--- src/rtl/memory_access_stage_if.sv ---
// Bus bundles around the MEM stage: execute->mem issue, mem->dcache request,
// and the mem->writeback beat.

interface ex_mem_if;
  logic        mem_enable;
  logic [63:0] alu_result;
  logic [63:0] store_data;
  logic        is_load;
  logic        is_store;
  logic [2:0]  funct3;
  logic [4:0]  rd;
  logic        mem_busy;

  modport master (
    output mem_enable, alu_result, store_data, is_load, is_store, funct3, rd,
    input  mem_busy
  );
  modport slave (
    input  mem_enable, alu_result, store_data, is_load, is_store, funct3, rd,
    output mem_busy
  );
endinterface

interface dcache_if;
  logic        dcache_req;
  logic        dcache_we;
  logic [63:0] dcache_addr;
  logic [63:0] dcache_wdata;
  logic [7:0]  dcache_wstrb;
  logic [63:0] dcache_rdata;
  logic        dcache_ack;

  modport master (
    output dcache_req, dcache_we, dcache_addr, dcache_wdata, dcache_wstrb,
    input  dcache_rdata, dcache_ack
  );
  modport slave (
    input  dcache_req, dcache_we, dcache_addr, dcache_wdata, dcache_wstrb,
    output dcache_rdata, dcache_ack
  );
endinterface

interface mem_wb_if;
  logic        wb_valid;
  logic [63:0] wb_data;
  logic [4:0]  wb_rd;
  logic        mem_fault;

  modport master (output wb_valid, wb_data, wb_rd, mem_fault);
  modport slave  (input  wb_valid, wb_data, wb_rd, mem_fault);
endinterface

--- src/rtl/memory_access_stage.sv ---
// MEM pipeline stage: one dcache transaction per load/store with lane alignment,
// sign/zero extension and strobe generation; non-memory results pass through.

module memory_access_stage (
  input  logic     clk,
  input  logic     reset,
  ex_mem_if.slave  ex_i,
  dcache_if.master dc_o,
  mem_wb_if.master wb_o
);

  localparam int XLEN  = 64;
  localparam int BYTES = XLEN / 8;

  // state   | meaning
  // IDLE    | waiting for mem_enable; captures the instruction
  // REQ     | dcache_req held until dcache_ack
  // RESP    | one-cycle writeback beat
  typedef enum logic [1:0] {
    ST_IDLE,
    ST_REQ,
    ST_RESP
  } state_e;

  state_e            state_q, state_d;
  logic [XLEN-1:0]   addr_q, addr_d;
  logic [XLEN-1:0]   sdata_q, sdata_d;
  logic [XLEN-1:0]   rdata_q, rdata_d;
  logic              load_q, load_d;
  logic              store_q, store_d;
  logic [2:0]        f3_q, f3_d;
  logic [4:0]        rd_q, rd_d;
  logic              fault_q, fault_d;

  logic              mem_op_in;
  logic              misaligned_in;
  logic              fault_in;
  logic [2:0]        off_in;

  logic [2:0]        off_q;
  logic [5:0]        shamt;
  logic [BYTES-1:0]  strb_base;
  logic [BYTES-1:0]  store_strb;
  logic [XLEN-1:0]   store_lanes;
  logic [XLEN-1:0]   lane;
  logic [XLEN-1:0]   load_val;

  always_comb begin
    off_in    = ex_i.alu_result[2:0];
    mem_op_in = ex_i.is_load | ex_i.is_store;
    case (ex_i.funct3[1:0])
      2'b00:   misaligned_in = 1'b0;
      2'b01:   misaligned_in = off_in[0];
      2'b10:   misaligned_in = |off_in[1:0];
      default: misaligned_in = |off_in;
    endcase
    fault_in = mem_op_in & ((ex_i.funct3 == 3'b111) | misaligned_in);
  end

  always_comb begin
    off_q = addr_q[2:0];
    shamt = {off_q, 3'b000};
    case (f3_q[1:0])
      2'b00:   strb_base = 8'h01;
      2'b01:   strb_base = 8'h03;
      2'b10:   strb_base = 8'h0F;
      default: strb_base = 8'hFF;
    endcase
    store_strb  = strb_base << off_q;
    store_lanes = sdata_q << shamt;
  end

  always_comb begin
    lane = rdata_q >> shamt;
    case (f3_q)
      3'b000:  load_val = {{56{lane[7]}},  lane[7:0]};
      3'b001:  load_val = {{48{lane[15]}}, lane[15:0]};
      3'b010:  load_val = {{32{lane[31]}}, lane[31:0]};
      3'b100:  load_val = {56'd0, lane[7:0]};
      3'b101:  load_val = {48'd0, lane[15:0]};
      3'b110:  load_val = {32'd0, lane[31:0]};
      default: load_val = lane;
    endcase
  end

  always_comb begin
    state_d = state_q;
    addr_d  = addr_q;
    sdata_d = sdata_q;
    rdata_d = rdata_q;
    load_d  = load_q;
    store_d = store_q;
    f3_d    = f3_q;
    rd_d    = rd_q;
    fault_d = fault_q;

    dc_o.dcache_req   = 1'b0;
    dc_o.dcache_we    = 1'b0;
    dc_o.dcache_addr  = '0;
    dc_o.dcache_wdata = '0;
    dc_o.dcache_wstrb = '0;
    wb_o.wb_valid     = 1'b0;
    wb_o.wb_data      = '0;
    wb_o.wb_rd        = '0;
    wb_o.mem_fault    = 1'b0;
    ex_i.mem_busy     = 1'b0;

    case (state_q)
      ST_IDLE: begin
        if (ex_i.mem_enable) begin
          addr_d  = ex_i.alu_result;
          sdata_d = ex_i.store_data;
          load_d  = ex_i.is_load;
          store_d = ex_i.is_store;
          f3_d    = ex_i.funct3;
          rd_d    = ex_i.rd;
          fault_d = fault_in;
          rdata_d = '0;
          state_d = (mem_op_in && !fault_in) ? ST_REQ : ST_RESP;
        end
      end
      ST_REQ: begin
        ex_i.mem_busy    = 1'b1;
        dc_o.dcache_req  = 1'b1;
        dc_o.dcache_we   = store_q;
        dc_o.dcache_addr = {addr_q[XLEN-1:3], 3'b000};
        if (store_q) begin
          dc_o.dcache_wdata = store_lanes;
          dc_o.dcache_wstrb = store_strb;
        end
        if (dc_o.dcache_ack) begin
          rdata_d = dc_o.dcache_rdata;
          state_d = ST_RESP;
        end
      end
      ST_RESP: begin
        ex_i.mem_busy  = 1'b1;
        wb_o.wb_valid  = 1'b1;
        wb_o.mem_fault = fault_q;
        // stores and faults retire with no register write
        if (!fault_q && !store_q) begin
          wb_o.wb_rd   = rd_q;
          wb_o.wb_data = load_q ? load_val : addr_q;
        end
        state_d = ST_IDLE;
      end
      default: state_d = ST_IDLE;
    endcase
  end

  always_ff @(posedge clk) begin
    if (reset) begin
      state_q <= ST_IDLE;
      addr_q  <= '0;
      sdata_q <= '0;
      rdata_q <= '0;
      load_q  <= 1'b0;
      store_q <= 1'b0;
      f3_q    <= '0;
      rd_q    <= '0;
      fault_q <= 1'b0;
    end else begin
      state_q <= state_d;
      addr_q  <= addr_d;
      sdata_q <= sdata_d;
      rdata_q <= rdata_d;
      load_q  <= load_d;
      store_q <= store_d;
      f3_q    <= f3_d;
      rd_q    <= rd_d;
      fault_q <= fault_d;
    end
  end

endmodule
--- src/flat_wrapper.sv ---
// flat-port wrapper written by rule: the top's interface ports become plain ports
module memory_access_stage_flat 
  (clk, reset, ex_i_mem_enable, ex_i_alu_result, ex_i_store_data, ex_i_is_load, ex_i_is_store, ex_i_funct3, ex_i_rd, ex_i_mem_busy, dc_o_dcache_req, dc_o_dcache_we, dc_o_dcache_addr, dc_o_dcache_wdata, dc_o_dcache_wstrb, dc_o_dcache_rdata, dc_o_dcache_ack, wb_o_wb_valid, wb_o_wb_data, wb_o_wb_rd, wb_o_mem_fault);
  ex_mem_if ex_i_i ();
  dcache_if dc_o_i ();
  mem_wb_if wb_o_i ();
  input  logic clk;
  input  logic reset;
  input wire logic [$bits(ex_i_i.mem_enable)-1:0] ex_i_mem_enable;
  input wire logic [$bits(ex_i_i.alu_result)-1:0] ex_i_alu_result;
  input wire logic [$bits(ex_i_i.store_data)-1:0] ex_i_store_data;
  input wire logic [$bits(ex_i_i.is_load)-1:0] ex_i_is_load;
  input wire logic [$bits(ex_i_i.is_store)-1:0] ex_i_is_store;
  input wire logic [$bits(ex_i_i.funct3)-1:0] ex_i_funct3;
  input wire logic [$bits(ex_i_i.rd)-1:0] ex_i_rd;
  output wire logic [$bits(ex_i_i.mem_busy)-1:0] ex_i_mem_busy;
  output wire logic [$bits(dc_o_i.dcache_req)-1:0] dc_o_dcache_req;
  output wire logic [$bits(dc_o_i.dcache_we)-1:0] dc_o_dcache_we;
  output wire logic [$bits(dc_o_i.dcache_addr)-1:0] dc_o_dcache_addr;
  output wire logic [$bits(dc_o_i.dcache_wdata)-1:0] dc_o_dcache_wdata;
  output wire logic [$bits(dc_o_i.dcache_wstrb)-1:0] dc_o_dcache_wstrb;
  input wire logic [$bits(dc_o_i.dcache_rdata)-1:0] dc_o_dcache_rdata;
  input wire logic [$bits(dc_o_i.dcache_ack)-1:0] dc_o_dcache_ack;
  output wire logic [$bits(wb_o_i.wb_valid)-1:0] wb_o_wb_valid;
  output wire logic [$bits(wb_o_i.wb_data)-1:0] wb_o_wb_data;
  output wire logic [$bits(wb_o_i.wb_rd)-1:0] wb_o_wb_rd;
  output wire logic [$bits(wb_o_i.mem_fault)-1:0] wb_o_mem_fault;
  assign ex_i_i.mem_enable = ex_i_mem_enable;
  assign ex_i_i.alu_result = ex_i_alu_result;
  assign ex_i_i.store_data = ex_i_store_data;
  assign ex_i_i.is_load = ex_i_is_load;
  assign ex_i_i.is_store = ex_i_is_store;
  assign ex_i_i.funct3 = ex_i_funct3;
  assign ex_i_i.rd = ex_i_rd;
  assign ex_i_mem_busy = ex_i_i.mem_busy;
  assign dc_o_dcache_req = dc_o_i.dcache_req;
  assign dc_o_dcache_we = dc_o_i.dcache_we;
  assign dc_o_dcache_addr = dc_o_i.dcache_addr;
  assign dc_o_dcache_wdata = dc_o_i.dcache_wdata;
  assign dc_o_dcache_wstrb = dc_o_i.dcache_wstrb;
  assign dc_o_i.dcache_rdata = dc_o_dcache_rdata;
  assign dc_o_i.dcache_ack = dc_o_dcache_ack;
  assign wb_o_wb_valid = wb_o_i.wb_valid;
  assign wb_o_wb_data = wb_o_i.wb_data;
  assign wb_o_wb_rd = wb_o_i.wb_rd;
  assign wb_o_mem_fault = wb_o_i.mem_fault;
  memory_access_stage u_core (.clk(clk), .reset(reset), .ex_i(ex_i_i), .dc_o(dc_o_i), .wb_o(wb_o_i));
endmodule
--- config.mk ---
export PLATFORM = sky130hd
export DESIGN_NAME = memory_access_stage_flat
export DESIGN_NICKNAME = d
export VERILOG_FILES = /design/src/rtl/memory_access_stage_if.sv /design/src/rtl/memory_access_stage.sv /design/src/flat_wrapper.sv
export SDC_FILE = /design/constraint.sdc
export NUM_CORES = 1
export LEC_CHECK = 0
export ABC_AREA = 1
export BUFFER_PORTS_ARGS = -buffer_cell sky130_fd_sc_hd__buf_4
export CAP_MARGIN = 30
export CORE_MARGIN = 5
export CORE_UTILIZATION = 40
export DETAILED_ROUTE_END_ITERATION = 16
export PLACE_DENSITY = 0.68
export SLEW_MARGIN = 5
export SYNTH_ARGS = -nofsm -noshare
export SYNTH_HDL_FRONTEND = slang
export SYNTH_SLANG_ARGS = --single-unit
--- constraint.sdc ---
create_clock -name clk -period 3.26 [get_ports clk]
set_clock_uncertainty 0.1 [all_clocks]
set_input_delay 0.163 -clock clk [delete_from_list [all_inputs] [get_ports clk]]
set_output_delay 0.163 -clock clk [all_outputs]
set_load 0.03 [all_outputs]
==> impl_metrics.csv, run 1 <==
group,metric,value,unit
synth,netlist_instances,2050,
power,ir_worst_vdd,0.370,mV
synth,async_reset_ff_share,0,%
cells_and_area,final_cells,2967,
clock_tree,clk_path_buf_depth,3,
power,power_leakage,8.51,nW
cells_and_area,fin_util,60.8,%
cells_and_area,drive_above_1_share,20.2,%
run_status,status,"finished, final reports clean",
synth,synth_cell_type_count,38,
die,num_io_pins,416,
clock_tree,clkLatencyLatePin,0.53,ns
synth,syn_avg_cell_area,6.09,um^2
synth,synth_simple_gate_area_share,30.2,%
synth,synth_common_cells,"nand2_1, o21ai_0, nor2_1",
detailed_routing,totalWireLength,61800,um
placement,port_buffers,412,
synth,synth_edf_count,0,
synth,post-synth-top-count-cell,"nand2_1",
power,powerDensity,492,nW/um^2
worst_setup_path,criticalPathCategory,"reg2out",
worst_setup_path,arrival,2.87,ns
die,die_h,187,um
timing,rsz0062_at_grt,"no",
timing,final_max_slew_viol_count,0,
clock_tree,cts.sinks,205,
worst_setup_path,worstSetupStartpointType,"flop",
min_path,min_path_cells,4,
synth,synth_top_area_cell,"dfxtp_1",
detailed_routing,drc_errors,0,
synth,synth.area.mux_share,1.52,%
timing,hold_viol,0,
detailed_routing,routed-via-count,16324,
placement,dp.cells,2716,
synth,synth_top_family_by_area,"simple AND/OR/NAND/NOR gates",
grt,grt_max_degree,174,
worst_setup_path,reg2reg_depth,8,
clock_tree,cts-root-buf,"clkbuf_16",
clock_tree,clk_pin_slew,0.06,ns
flow_run,cap_violations,0,
grt,grt_pass1_wl,93900,um
clock_tree,cts_tree,"built",
synth,yosys-top-cells-area,"dfxtp_1, o21ai_0, nand2_1, nor2_1, nand3_1",
die,rows,64,
synth,synth-compound-area-share,23.8,%
placement,dp_hpwl,43900,um
synth,synth_fa_ha_area_share,0.301,%
detailed_routing,viasPerCell,5.50,
synth,yosysWarningCount,0,
cells_and_area,multiInputGateArea,7000,um^2
detailed_routing,dr.pass1.iters,6,
die,die_w,187,um
synth,synthFlopType,"dfxtp_1",
die,start_util,40.7,%
synth,synthesis.area,12500,um^2
synth,synth_xor_area_share,0,%
timing,finalCritPeriodShare,96.2,%
cells_and_area,num-fill-cells,2826,
die,coreArea,30700,um^2
clock_tree,cts-buffers-inserted,24,
worst_setup_path,worstPathMaxFanout,64,
worst_setup_path,critical_path.endpoint_type,"output pin",
grt,grt_usage,33.3,%
timing,clock.fmax,319,MHz
synth,ys_seq_elements,205,
detailed_routing,drtIter0Drc,1617,
timing,fin_setup_tns,0,ns
placement,place_congestion,1.01,
timing,relSlewSlack,42.3,%
grt,grt_pass1_vias,15678,
detailed_routing,ant_nets,0,
grt,antenna_found_initial,3,
detailed_routing,wl_per_cell,20.8,um
worst_setup_path,crit_required,3.00,ns
timing,finalSetupViolCount,0,
synth,seq_area_frac_synth,32.9,%
cells_and_area,syn_to_final_growth,49.4,%
die,die_area,34800,um^2
timing,period_needed,3.14,ns
synth,synth_top_area_share,32.9,%
timing,worst_pin_slew,0.865,ns
cells_and_area,register_area,4110,um^2
cells_and_area,nets,2760,
clock_tree,h-tree-depth,1,
min_path,hold_path_class,"in2reg",
grt,gr-total-overflow,0,
[final cells by class]
| class | instances | area share (%) |
|---|---|---|
| Antenna cell | 2 | 0.0268 |
| Clock buffer | 26 | 3.37 |
| Clock inverter | 18 | 1.58 |
| Inverter | 155 | 3.15 |
| Multi-Input combinational cell | 1510 | 37.6 |
| Sequential cell | 205 | 22.1 |
| Tap cell | 396 | 2.66 |
| Timing Repair Buffer | 655 | 29.6 |
[worst paths after layout]
check | from | endpoint | slack [ns]
max | u_core.addr_q[1] | wb_o_wb_data[18] | 0.12
min | ex_i_mem_enable | u_core.sdata_q[18] | 0.17
max reg2reg | u_core.state_q[0] | u_core.rdata_q[40] | 0.96
min reg2reg | u_core.rd_q[4] | u_core.rd_q[4] | 0.37
[stage by stage]
| stage | setup slack (ns) | total power, mW | instance area (um^2) | hold slack, ns |
|---|---|---|---|---|
| finish | 0.124 | 9.17 | 18700 | 0.168 |
| global route | 0.0584 | 9.58 | 18700 | 0.225 |
| global placement | 0.661 | 5.76 | 15700 | 0.314 |
| floorplan | 0.558 | 4.75 | 12500 | 0.228 |
| detailed placement | 0.562 | 5.78 | 15700 | 0.319 |
| CTS | 0.120 | 9.11 | 18600 | 0.192 |
[metal layers]
layer | track usage (%) | up-vias | share of wire, %
met2 | 51.8 | 831 | 45
met5 | 0 | - | 0
met1 | 45.0 | 7596 | 42
met4 | 11.8 | 0 | 4.0
met3 | 8.33 | 152 | 9.0
li1 | - | 7745 | -
[worst max-delay path: stages, from the launching register on]
cell and delay (ns):
dfxtp_2 0.34, buf_4 0.24, buf_4 0.61, o21ai_0 0.28
o21ai_0 0.49, a21oi_1 0.15, buf_4 0.19
[sequential cells by signal, summed over array words and instances (netlist names)]
register,flops
u_core.f3_q,3
u_core.load_q,1
u_core.rdata_q,64
u_core.fault_q,1
u_core.addr_q,64
u_core.rd_q,5
u_core.store_q,1
u_core.sdata_q,64
u_core.state_q,2
[timing repair]
item / in CTS / in global routing
hold buffers: 204 / 0
cloned: 0 / 0
hold endpoints to repair: 205 / 0
resized for setup: 1 / 0
setup endpoints to repair: 1 / 2
buffers inserted: 0 / 1
[kinds of logic (layout without fill, tap and decap cells)]
logic type | Yosys count | after routing
buffers and inverters | 337 | 854
adders and majority gates | 3 | 3
AOI/OAI and AO/OA | 572 | 572
muxes | 19 | 19
other | 1 | 5
DFF | 205 | 205
and+or+nand+nor | 913 | 913
[cells in the final DEF, fill, tap and decap left out, drive strengths merged]
master	instances
a21boi	1
a21o	4
a21oi	173
a221oi	1
a22oi	8
a31oi	8
and3	2
buf	451
bufinv	7
clkbuf	26
clkinv	12
clkinvlp	3
conb	3
dfxtp	205
diode	2
dlygate4sd3	204
ha	3
inv	151
mux2i	19
nand2	376
nand3	223
nor2	306
nor3	3
o2111ai	1
o211ai	17
o21ai	353
o221ai	4
o22ai	1
o31ai	1
or2	3
[power by group]
group          leakage, nW  total, mW  switching, mW  internal [mW]
combinational         6.38       3.03           1.99           1.04
clock                0.444       3.14           1.18           1.96
sequential            1.69       3.01          0.243           2.77
total                 8.51       9.17           3.41           5.76
Note: power is estimated with default switching activity, not from simulation.
==> run 2: changes to the inputs <==
- CTS_BUF_LIST: not set -> sky130_fd_sc_hd__clkbuf_4
==> impl_metrics.csv, run 2 (same netlist as run 1, synthesis figures left out) <==
group,metric,value,unit
run_status,status,"finished, violations left",
run_status,violations,"hold timing",
cells_and_area,drive_above_1_share,21.3,%
die,die_w,187,um
worst_setup_path,crit_required,3.00,ns
clock_tree,cts-buffers-inserted,56,
detailed_routing,drc_errors,0,
detailed_routing,totalWireLength,62200,um
grt,grt_pass1_wl,95100,um
flow_run,cap_violations,0,
timing,relSlewSlack,42.2,%
placement,port_buffers,412,
timing,clock.fmax,314,MHz
clock_tree,clkLatencyLatePin,0.69,ns
timing,period_needed,3.18,ns
cells_and_area,syn_to_final_growth,47.9,%
worst_setup_path,crit_start,"u_core.addr_q[1]",
worst_setup_path,r2r-start,"u_core.state_q[0]",
power,powerDensity,451,nW/um^2
cells_and_area,largestRegisters,"u_core.addr_q: 64 flops, u_core.rdata_q: 64 flops, u_core.sdata_q: 64 flops",
min_path,hold_path_class,"in2reg",
die,rows,64,
detailed_routing,drtIter0Drc,1516,
min_path,min-delay-start,"ex_i_mem_enable",
die,start_util,40.7,%
detailed_routing,routed-via-count,16589,
placement,place_congestion,1.01,
timing,rsz0062_at_grt,"no",
timing,hold_slack,-0.00637,ns
timing,fin_setup_tns,0,ns
cells_and_area,final_common_cell,"buf_4",
clock_tree,h-tree-depth,2,
die,die_h,187,um
detailed_routing,viasPerCell,5.49,
placement,dp_hpwl,43900,um
grt,gr-total-overflow,0,
grt,grt_pass1_vias,16014,
timing,worst_slack,0.0775,ns
timing,finalCritPeriodShare,97.6,%
timing,hold_viol,7,
power,power_leakage,8.51,nW
cells_and_area,final_cell_mix,"buf_4, nand2_1, o21ai_0, nor2_1, nand3_1",
die,coreArea,30700,um^2
clock_tree,clk_pin_slew,0.08,ns
grt,grt_usage,33.7,%
worst_setup_path,criticalPathCategory,"reg2out",
cells_and_area,nets,2797,
worst_setup_path,arrival,2.92,ns
cells_and_area,fin_util,60.2,%
detailed_routing,dr.pass1.iters,6,
clock_tree,cts-root-buf,"clkbuf_4",
die,num_io_pins,416,
clock_tree,cts.sinks,205,
grt,antenna_found_initial,2,
timing,worst_pin_slew,0.867,ns
worst_setup_path,critical_path.endpoint_type,"output pin",
cells_and_area,fin_area,18500,um^2
placement,dpl_cell_area,15700,um^2
detailed_routing,ant_nets,0,
clock_tree,clk_path_buf_depth,3,
placement,dpl_worst_slack,0.562,ns
grt,grt_max_degree,174,
timing,finalSetupViolCount,0,
worst_setup_path,worstPathMaxFanout,62,
clock_tree,cts_tree,"built",
detailed_routing,wl_per_cell,20.6,um
worst_setup_path,worstSetupStartpointType,"flop",
power,design_power_total,8.32,mW
power,ir_worst_vdd,0.263,mV
timing,final_max_slew_viol_count,0,
die,die_area,34800,um^2
[run 2: cell types whose count changed in the layout (fill, tap and decap cells not counted), sizes merged]
cell | before | now
diode | 2 | 1
clkbuf | 26 | 84
bufinv | 7 | 0
clkinvlp | 3 | 0
dlygate4sd3 | 204 | 209
clkinv | 12 | 15
[run 2: through the flow]
step                instances  hold slack [ns]
finish                   3022         -0.00637
global route             3022           0.0496
CTS                      3021          0.00212
detailed placement       2716            0.319
global placement         2716            0.314
floorplan                2052            0.228
[run 2: final timing paths]
kind	endpoint	slack, ns	depth (start not counted)
setup / recovery	dc_o_dcache_wdata[56]	0.08	6
hold / removal	u_core.sdata_q[13]	-0.006	4
setup reg to reg	u_core.rdata_q[11]	0.45	9
hold reg to reg	u_core.rd_q[4]	0.36	2
[run 2: critical path, stage by stage, from the launching register on]
cell and delay (ns):
dfxtp_2 0.33, clkinv_2 0.05, buf_12 0.26, buf_4 0.56, o21ai_0 0.34, o21ai_0 0.40, buf_4 0.24
[run 2: area by class of cell]
| class | count | area, um^2 |
|---|---|---|
| Inverter | 155 | 593 |
| Timing Repair Buffer | 660 | 5580 |
| Clock buffer | 84 | 631 |
| Tap cell | 396 | 495 |
| Fill cell | 2914 | 12200 |
| Sequential cell | 205 | 4110 |
| Antenna cell | 1 | 2.50 |
| Multi-Input combinational cell | 1510 | 7000 |
| Clock inverter | 11 | 42.5 |
[run 2: timing repair]
| action | CTS | global route |
|---|---|---|
| gates resized for setup | 2 | 4 |
| setup endpoints to repair | 27 | 3 |
| hold buffers | 209 | 0 |
| endpoints found under the hold margin | 205 | 0 |
| buffers inserted | 1 | 0 |
[run 2: routing by layer]
metal | global-route usage [%] | share of wire (%) | up-vias | routed length, um
met4 | 12.4 | 4.0 | 0 | 2520
met2 | 52.6 | 45 | 907 | 27800
met5 | 0 | 0 | - | 0
met3 | 9.06 | 9.7 | 171 | 6030
li1 | - | - | 7827 | -
met1 | 44.8 | 42 | 7684 | 25900
[run 2: power by group]
part	internal [mW]	total (mW)	switching, mW
clock	1.16	2.28	1.12
combinational	1.04	3.03	1.99
sequential	2.77	3.01	0.242
total	4.97	8.32	3.35
==> run 3: changes to the inputs <==
- SETUP_SLACK_MARGIN: not set -> 0.5
==> impl_metrics.csv, run 3 (same netlist as run 1, synthesis figures left out) <==
group,metric,value,unit
die,coreArea,30700,um^2
cells_and_area,final_common_cell,"buf_4",
cells_and_area,final_cell_mix,"buf_4, nand2_1, nor2_1, o21ai_0, dlygate4sd3_1",
clock_tree,cts-root-buf,"clkbuf_4",
placement,dp.cells,2716,
flow_run,cap_violations,0,
detailed_routing,ant_nets,0,
cells_and_area,syn_to_final_growth,60.6,%
worst_setup_path,reg2reg_depth,8,
timing,hold_slack,0.00130,ns
detailed_routing,dr.pass1.iters,9,
timing,period_needed,2.95,ns
cells_and_area,final_cells,3072,
worst_setup_path,cpMaxStageDelayCell,"dfxtp_4",
timing,relSlewSlack,44.0,%
timing,worst_slack,0.312,ns
grt,grt_pass1_wl,97800,um
min_path,min-delay-start,"ex_i_mem_enable",
worst_setup_path,worstPathMaxFanout,8,
clock_tree,h-tree-depth,2,
placement,port_buffers,412,
min_path,hold-path-endpoint,"u_core.rdata_q[9]",
timing,fin_setup_tns,0,ns
clock_tree,cts_tree,"built",
worst_setup_path,criticalPathCategory,"reg2out",
power,power_leakage,9.01,nW
die,num_io_pins,416,
min_path,hold_path_class,"in2reg",
detailed_routing,routed-via-count,17402,
grt,gr-total-overflow,0,
worst_setup_path,rrSetupSlack,0.66,ns
worst_setup_path,crit_chain,"buf_6, buf_8, nor2_4, nand2_2, a21oi_2, nand3_2, nand2_4, buf_16, o21ai_1, a21oi_1, buf_4",
worst_setup_path,crit_required,3.00,ns
timing,finalSetupViolCount,0,
die,die_area,34800,um^2
timing,hold_viol,0,
worst_setup_path,worstSetupStartpointType,"flop",
clock_tree,clkLatencyLatePin,0.68,ns
worst_setup_path,r2r_end,"u_core.rdata_q[20]",
grt,antenna_found_initial,1,
detailed_routing,drc_errors,0,
die,rows,64,
die,die_h,187,um
die,die_w,187,um
placement,place_congestion,1.01,
worst_setup_path,critPathMaxStageDelay,0.36,ns
power,powerDensity,446,nW/um^2
timing,final_max_slew_viol_count,0,
clock_tree,clk_path_buf_depth,3,
timing,finalCritPeriodShare,90.4,%
grt,grt_max_degree,174,
worst_setup_path,arrival,2.68,ns
timing,clock.fmax,339,MHz
worst_setup_path,r2r-start,"u_core.state_q[1]",
cells_and_area,nets,2847,
cells_and_area,drive_above_1_share,27.7,%
timing,rsz0062_at_grt,"yes",
min_path,min_path_cells,7,
detailed_routing,viasPerCell,5.66,
grt,grt_pass1_vias,16274,
worst_setup_path,critical_path.endpoint_type,"output pin",
placement,dp_hpwl,43900,um
clock_tree,cts.sinks,205,
detailed_routing,totalWireLength,66800,um
cells_and_area,largestRegisters,"u_core.addr_q: 64 flops, u_core.rdata_q: 64 flops, u_core.sdata_q: 64 flops",
clock_tree,clk_pin_slew,0.07,ns
placement,dpl_worst_slack,0.562,ns
die,start_util,40.7,%
clock_tree,cts-buffers-inserted,56,
detailed_routing,drtIter0Drc,1826,
power,ir_worst_vdd,0.263,mV
cells_and_area,num-fill-cells,2702,
timing,worst_pin_slew,0.841,ns
grt,grt_usage,34.6,%
run_status,status,"finished, final reports clean",
detailed_routing,wl_per_cell,21.7,um
-- run 3: layout make-up --
cell class	instances	area, um^2	area share [%]
flip-flops and latches	205	4120	20.5
repair inverters	5	42.5	0.212
diodes	1	2.50	0.0125
multi-input cells	1515	7690	38.3
clock inverters	11	42.5	0.212
clock buffers	84	631	3.15
inverters	155	631	3.15
well taps	396	495	2.47
repair buffers	700	6400	31.9
-- run 3: power breakdown --
| part | leakage [nW] | internal, mW | switching, mW |
|---|---|---|---|
| Combinational | 6.91 | 1.36 | 2.29 |
| Sequential | 1.69 | 2.77 | 0.254 |
| Clock | 0.406 | 1.16 | 1.11 |
| Total | 9.01 | 5.29 | 3.66 |
-- run 3: worst max-delay path by stage --
stage / startpoint / end / slack, ns / cells past startpoint
2_1_floorplan: u_core.state_q[1] / dc_o_dcache_wdata[0] / 0.56 / 8
3_3_place_gp: u_core.addr_q[0] / wb_o_wb_data[24] / 0.66 / 12
3_5_place_dp: u_core.addr_q[0] / wb_o_wb_data[24] / 0.56 / 12
4_1_cts: u_core.addr_q[0] / wb_o_wb_data[63] / 0.44 / 10
5_1_grt: u_core.addr_q[0] / wb_o_wb_data[54] / 0.28 / 12
6_report: u_core.addr_q[0] / wb_o_wb_data[46] / 0.31 / 11
-- run 3: timing repair --
action / 4_1_cts / 5_1_grt
endpoints found under the setup margin: 128 / 108
hold buffers: 207 / 0
setup buffers: 12 / 23
resized for setup: 98 / 215
pin swaps: 7 / 51
endpoints found under the hold margin: 205 / 0
gates cloned: 9 / 9
-- run 3: per-layer routing --
| layer | vias up | global-route usage (%) | routed length [um] |
|---|---|---|---|
| met5 | - | 0 | 0 |
| met4 | 0 | 12.9 | 3080 |
| met3 | 252 | 8.56 | 6600 |
| met2 | 1136 | 54.2 | 29900 |
| met1 | 8060 | 46.2 | 27100 |
| li1 | 7954 | - | - |
-- run 3: worst max-delay path, delay by kind of cell (launching register included) --
| kind | cells | cell delay, ns |
|---|---|---|
| AOI/OAI and AO/OA | 3 | 0.50 |
| buffers and inverters | 4 | 0.67 |
| DFF | 1 | 0.36 |
| and+or+nand+nor | 4 | 0.50 |
-- run 3: per-stage QoR --
stage	cell area, um^2	util [%]	total power, mW
final	20000	65.4	8.94
after global routing	20000	65.4	9.38
after CTS	18900	61.8	8.47
after detailed placement	15700	51.1	5.78
after global placement	15700	51.1	5.76
after floorplan	12500	-	4.75
